File: src/rtl/stream_defs_pkg.sv
// -----------------------------------------------------------------------------
// stream_defs
// Shared definitions for the byte-stream blocks: arbiter state encoding,
// owner constants and the timeout counter width.
// -----------------------------------------------------------------------------
package stream_defs;

   typedef enum logic [1:0] {
      ST_IDLE    = 2'd0,
      ST_GRANT_A = 2'd1,
      ST_GRANT_B = 2'd2
   } arb_state_e;

   localparam logic OWNER_A = 1'b0;
   localparam logic OWNER_B = 1'b1;

   localparam int CNT_W = 16;

endpackage : stream_defs

File: src/rtl/stream_reg.sv
// -----------------------------------------------------------------------------
// stream_reg
// One-entry valid/ready pipeline register (8-bit data by default).
// A new byte may be loaded while the held byte drains in the same cycle, so
// the register sustains one transfer per cycle.
//
// Ports:
//   clk          in   clock
//   rst_n        in   synchronous active-low reset
//   in_data_i    in   upstream byte
//   in_valid_i   in   upstream byte available
//   in_ready_o   out  register can take a byte this cycle
//   out_data_o   out  held byte
//   out_valid_o  out  held byte pending
//   out_ready_i  in   downstream takes the held byte
// -----------------------------------------------------------------------------
module stream_reg #(
   parameter int W = 8
) (
   input  logic         clk,
   input  logic         rst_n,
   input  logic [W-1:0] in_data_i,
   input  logic         in_valid_i,
   output logic         in_ready_o,
   output logic [W-1:0] out_data_o,
   output logic         out_valid_o,
   input  logic         out_ready_i
);

   logic         valid_q, valid_d;
   logic [W-1:0] data_q,  data_d;
   logic         load;

   // Ready depends only on our own state and the downstream ready, never on
   // in_valid_i, which keeps the upstream handshake free of combinational loops.
   assign in_ready_o = !valid_q || out_ready_i;
   assign load       = in_valid_i && in_ready_o;

   always_comb begin
      valid_d = valid_q;
      data_d  = data_q;
      if (load) begin
         // A load in the same cycle as a drain wins: the slot stays full.
         valid_d = 1'b1;
         data_d  = in_data_i;
      end else if (out_ready_i) begin
         valid_d = 1'b0;
      end
   end

   // NOTE: reset is sampled on the clock edge (synchronous), and the data
   // register is cleared too so tx_data reads a defined 8'h00 after reset.
   always_ff @(posedge clk) begin
      if (!rst_n) begin
         valid_q <= 1'b0;
         data_q  <= '0;
      end else begin
         // NOTE: non-blocking assignments for every flop so all state updates
         // see the same pre-edge values.
         valid_q <= valid_d;
         data_q  <= data_d;
      end
   end

   assign out_valid_o = valid_q;
   assign out_data_o  = data_q;

endmodule : stream_reg

File: src/rtl/tx_stream_arbiter.sv
// -----------------------------------------------------------------------------
// tx_stream_arbiter
// Shares the single USB-CDC transmit byte stream between requester A (CPU
// UART TX) and requester B (debug/monitor). Grants are line-locked: the owner
// keeps the stream until a LOCK_CHAR byte is accepted or its valid stays low
// for IDLE_TIMEOUT cycles. Contention in IDLE is resolved round-robin.
// One registered output stage (stream_reg) drives the tx_* interface.
//
// Ports:
//   clk                    in   clock
//   rst_n                  in   synchronous active-low reset
//   a_data/a_valid/a_ready      requester A byte stream
//   b_data/b_valid/b_ready      requester B byte stream
//   tx_data/tx_valid/tx_ready   stream towards usbcdc
//   owner                  out  grant holder (0 = A, 1 = B), meaningful while locked
//   locked                 out  a grant is active
// -----------------------------------------------------------------------------
module tx_stream_arbiter
   import stream_defs::*;
#(
   parameter int         IDLE_TIMEOUT = 4800,
   parameter logic [7:0] LOCK_CHAR    = 8'h0A
) (
   input  logic       clk,
   input  logic       rst_n,
   input  logic [7:0] a_data,
   input  logic       a_valid,
   output logic       a_ready,
   input  logic [7:0] b_data,
   input  logic       b_valid,
   output logic       b_ready,
   output logic [7:0] tx_data,
   output logic       tx_valid,
   input  logic       tx_ready,
   output logic       owner,
   output logic       locked
);

   localparam logic [CNT_W-1:0] TIMEOUT_CNT = CNT_W'(IDLE_TIMEOUT);

   arb_state_e       state_q, state_d;
   logic             last_owner_q, last_owner_d;
   logic [CNT_W-1:0] cnt_q, cnt_d;

   logic       grant_a, grant_b;
   logic       reg_ready;
   logic       in_valid;
   logic [7:0] in_data;
   logic       accept;
   logic       own_valid;
   logic       timeout;
   logic       lock_hit;

   assign grant_a = (state_q == ST_GRANT_A);
   assign grant_b = (state_q == ST_GRANT_B);

   // Only the owner sees the output register's ready; IDLE grants nobody.
   assign a_ready = grant_a && reg_ready;
   assign b_ready = grant_b && reg_ready;

   assign in_valid  = (grant_a && a_valid) || (grant_b && b_valid);
   assign in_data   = grant_b ? b_data : a_data;
   assign accept    = in_valid && reg_ready;
   assign own_valid = grant_b ? b_valid : a_valid;

   assign timeout  = (cnt_q == TIMEOUT_CNT);
   assign lock_hit = accept && (in_data == LOCK_CHAR);

   always_comb begin
      state_d      = state_q;
      last_owner_d = last_owner_q;
      cnt_d        = cnt_q;
      case (state_q)
         ST_IDLE: begin
            // Holding the counter at zero here makes it start clear on entry.
            cnt_d = '0;
            if (a_valid && b_valid) begin
               state_d = (last_owner_q == OWNER_A) ? ST_GRANT_B : ST_GRANT_A;
            end else if (a_valid) begin
               state_d = ST_GRANT_A;
            end else if (b_valid) begin
               state_d = ST_GRANT_B;
            end
         end
         ST_GRANT_A, ST_GRANT_B: begin
            // Only a missing valid counts as idle; a back-pressured owner keeps
            // valid high and therefore never times out.
            if (own_valid) begin
               cnt_d = '0;
            end else if (cnt_q != '1) begin
               cnt_d = cnt_q + CNT_W'(1);
            end
            // Lock char and timeout in the same cycle are one release.
            if (lock_hit || timeout) begin
               state_d      = ST_IDLE;
               last_owner_d = grant_b ? OWNER_B : OWNER_A;
            end
         end
         default: begin
            state_d = ST_IDLE;
         end
      endcase
   end

   always_ff @(posedge clk) begin
      if (!rst_n) begin
         state_q      <= ST_IDLE;
         last_owner_q <= OWNER_B;   // A wins the first contention
         cnt_q        <= '0;
      end else begin
         state_q      <= state_d;
         last_owner_q <= last_owner_d;
         cnt_q        <= cnt_d;
      end
   end

   // The output register drains on its own, so a byte accepted with the
   // releasing lock char still leaves after the FSM has returned to IDLE.
   stream_reg #(
      .W (8)
   ) u_out_reg (
      .clk         (clk),
      .rst_n       (rst_n),
      .in_data_i   (in_data),
      .in_valid_i  (in_valid),
      .in_ready_o  (reg_ready),
      .out_data_o  (tx_data),
      .out_valid_o (tx_valid),
      .out_ready_i (tx_ready)
   );

   assign locked = (state_q != ST_IDLE);
   assign owner  = grant_b ? OWNER_B : OWNER_A;

endmodule : tx_stream_arbiter
File: config.mk
export PLATFORM = sky130hd
export DESIGN_NAME = tx_stream_arbiter
export DESIGN_NICKNAME = d
export VERILOG_FILES = /design/src/rtl/stream_defs_pkg.sv /design/src/rtl/stream_reg.sv /design/src/rtl/tx_stream_arbiter.sv
export SDC_FILE = /design/constraint.sdc
export NUM_CORES = 1
export LEC_CHECK = 0
export CORE_ASPECT_RATIO = 0.75
export CORE_MARGIN = 2
export CORE_UTILIZATION = 42
export DETAILED_ROUTE_END_ITERATION = 8
export GPL_ROUTABILITY_DRIVEN = 1
export PLACE_DENSITY = 0.68
export SLEW_MARGIN = 0
export SYNTH_ARGS = -nofsm -noshare
export SYNTH_HDL_FRONTEND = slang
export SYNTH_SLANG_ARGS = --single-unit
File: constraint.sdc
create_clock -name clk -period 2.8 [get_ports clk]
set_clock_uncertainty 0.2 [all_clocks]
set_input_delay 0.7 -clock clk [delete_from_list [all_inputs] [get_ports clk]]
set_output_delay 0.7 -clock clk [all_outputs]
set_load 0.05 [all_outputs]
==> metrics.cfg <==
[run_status]
status=finished clean

[clock_tree]
cts_hold_buf=0
clk_pin_slew_ps=100
cts_root_buf=clkbuf_8
cts_buffers=3
cts_resized=0
clk_latency_ps=280
cts_sinks=28
ctsHtreeMaxLevel=1
post_cts_buffers=0
cts_tree=built
clk_path_buf_depth=2

[pwr]
seqPwrFrac_pct=29.5
switching_share_pct=40.47
power.clock.fraction_pct=20.3
p_comb_share_pct=50.2
cellLeakagePower_nw=0.7960
ir_drop_uv=369.0
power.density_nw_per_um2=746.7
power.internal_uw=963.2
switching_power_uw=654.9

[yosys]
seq_area_frac_synth_pct=34.84
yosysUniqueCellTypes=46
avgSynthCellArea_um2=8.337
synth_nets=219
syn_area_um2=1609
synth_area_leaders=dfxtp_1 35%, mux2i_1 7.5%, a211oi_1 4.7%, o21ai_0 4.0%, nand2_1 4.0%
synth_top_family_by_area=simple AND/OR/NAND/NOR gates
synth_edf_count=0
yosysTopAreaCell=dfxtp_1
synth_common_cells=28 x dfxtp_1, 17 x nand2_1, 14 x nor2_1, 13 x o21ai_0
synthMuxAreaShare_pct=7.465
synth-compound-area-share_pct=23.02
synthSimpleGateAreaFrac_pct=25.97
synth_seq_cells=28
yosys_warnings=0
synthFlopType=dfxtp_1
syn_inst=193
yosys.area_share.xor_xnor_pct=0.5443
synthAdderAreaFrac_pct=3.888
yosysMostFrequentCell=dfxtp_1
netlist.area_leader.share_pct=34.84
async_flop_share_pct=0

[sta]
max_slew_margin_pct=55.69
fmax_mhz=398.1
hold_viol=0
fin_crit_ps=2512
worst_slew_pin_slew_ps=661.7
rsz0062_at_grt=no
fin_crit_sh_pct=89.71
finalSetupViolCount=0
drv_slew=0
setup_tns_ps=0

[detailed_routing]
drc=0
vias=1537
routed_wl_um=3999
viasPerCell=5.355
dr.first_iter.drc_count=133
wire_per_inst_um=13.93
ant_nets=0
firstDrtPassIters=4

[global_routing]
antenna_found_initial=0
grt_pass1_wl_um=6506
grt.overflow.total=0
grt_max_degree=17
first_global_vias=1378
grt_use_total_pct=19.47

[setup_path]
critPathMaxFanout=3
reg2reg_slack_ps=340
arrival_ps=1610
worstSetupEndpointType=primary output
worstPathRequired_ps=1900
critPathKind=in -> out
crit_path_start_kind=primary input

[job]
maxCapViolations=0

[floorplanning]
die_area_um2=4347
die_x_um=75.47
ios=34
start_util_pct=43.95
row_count=19
core_area_um2=3661
die_height_um=57.61

[final_layout]
final_core_util_pct=59.19
nNetsFinal=262
antenna_cells=0
drive_gt1_share_pct=12.34
area_delta_synth_final_pct=34.68
fill_cells=341

[placement]
place_hpwl_um=3101
gp_congestion=0.8847
portBuffers=33

[worst_hold_path]
hold_path_class=reg -> reg

==> layout by cell type (no fill, tap or decap), types with 2 or more instances in the layout <==
cell             synthesis  routed
a21oi_1                 11      11
nor4_1                   4       4
ha_1                     5       5
buf_12                   0       3
a22oi_1                  2       2
inv_1                   12      12
o21ai_0                 13      13
nor3_1                   3       3
a31oi_1                  3       3
o211ai_1                 3       3
mux2i_1                 12      12
and2_2                   2       2
clkbuf_8                 0       3
a211oi_1                10      10
nand2_1                 17      17
buf_4                    0      11
clkdlybuf4s50_1          0      29
or3_1                    4       4
o22ai_1                  2       2
and3_1                   2       2
and2_1                   3       3
nor2_1                  14      14
nand4_1                  5       5
nor4bb_1                 2       2
nand3_1                  8       8
dfxtp_1                 28      28
nand3_2                  2       2
==> worst paths after layout <==
path | start | endpoint | cells past startpoint
worst max register to register | cnt_q[0] | cnt_q[4] | 6
worst min-delay path | state_q[1] | state_q[1] | 2
worst max-delay path | tx_ready | b_ready | 5
worst min register to register | state_q[1] | state_q[1] | 2
==> metrics by stage <==
stage / cell area (µm²) / power, mW / cells / hold WS (ps) / worst slack, ps
after floorplan: 1609 / 0.9995 / 193 / 229.9 / 20.94
after global placement: 2093 / 1.295 / 283 / 252.6 / 183.6
after detailed placement: 2093 / 1.299 / 283 / 258.0 / 140.8
after CTS: 2165 / 1.629 / 287 / 282.2 / 28.36
after global routing: 2167 / 1.708 / 287 / 314.7 / 180.4
final: 2167 / 1.618 / 287 / 289.5 / 288.0
==> per-layer routing <==
metal | track usage (%) | vias up | wire length [µm]
li1 | - | 801 | -
met1 | 31.34 | 705 | 2176
met2 | 26.71 | 29 | 1637
met3 | 4.240 | 2 | 157
met4 | 3.008 | 0 | 27
met5 | 0 | - | 0
==> power by group through the flow <==
stage                     logic, mW  registers, mW  clock network [mW]
after floorplan               0.395          0.605                   0
after global placement        0.809          0.487                   0
after detailed placement      0.812          0.487                   0
after CTS                     0.817          0.479               0.334
after global routing          0.870          0.486               0.352
final                         0.813          0.477               0.328
==> state kept, by name, summed over array words and instances, names as in the netlist <==
name,flops
cnt_q,16
last_owner_q,1
state_q,2
u_out_reg.out_data_o,8
u_out_reg.out_valid_o,1
==> critical path, cell delays in order <==
cell and delay [ps]:
clkdlybuf4s50_1 460, inv_1 50, nand2_1 80, and2_1 180, buf_12 150
==> area by class of cell <==
cell class	instances	area (µm²)	area share (%)
clock buffer	3	41.29	1.905
tap	52	65.06	3.002
clock inverter	1	30.03	1.386
multi-input combinational	147	979.7	45.21
sequential	28	560.5	25.87
inverter	12	45.04	2.079
timing repair buffer	44	445.4	20.55
==> kinds of logic (layout without fill, tap and decap cells) <==
| kind of cell | after synthesis | after routing |
|---|---|---|
| buffers and inverters | 18 | 60 |
| DFF | 28 | 28 |
| xor gates and xnor gates | 1 | 1 |
| AOI/OAI and AO/OA | 54 | 54 |
| muxes | 12 | 12 |
| adders and majority gates | 5 | 5 |
| and+or+nand+nor | 75 | 75 |
No activity file was read; power rests on OpenSTA's default activity.
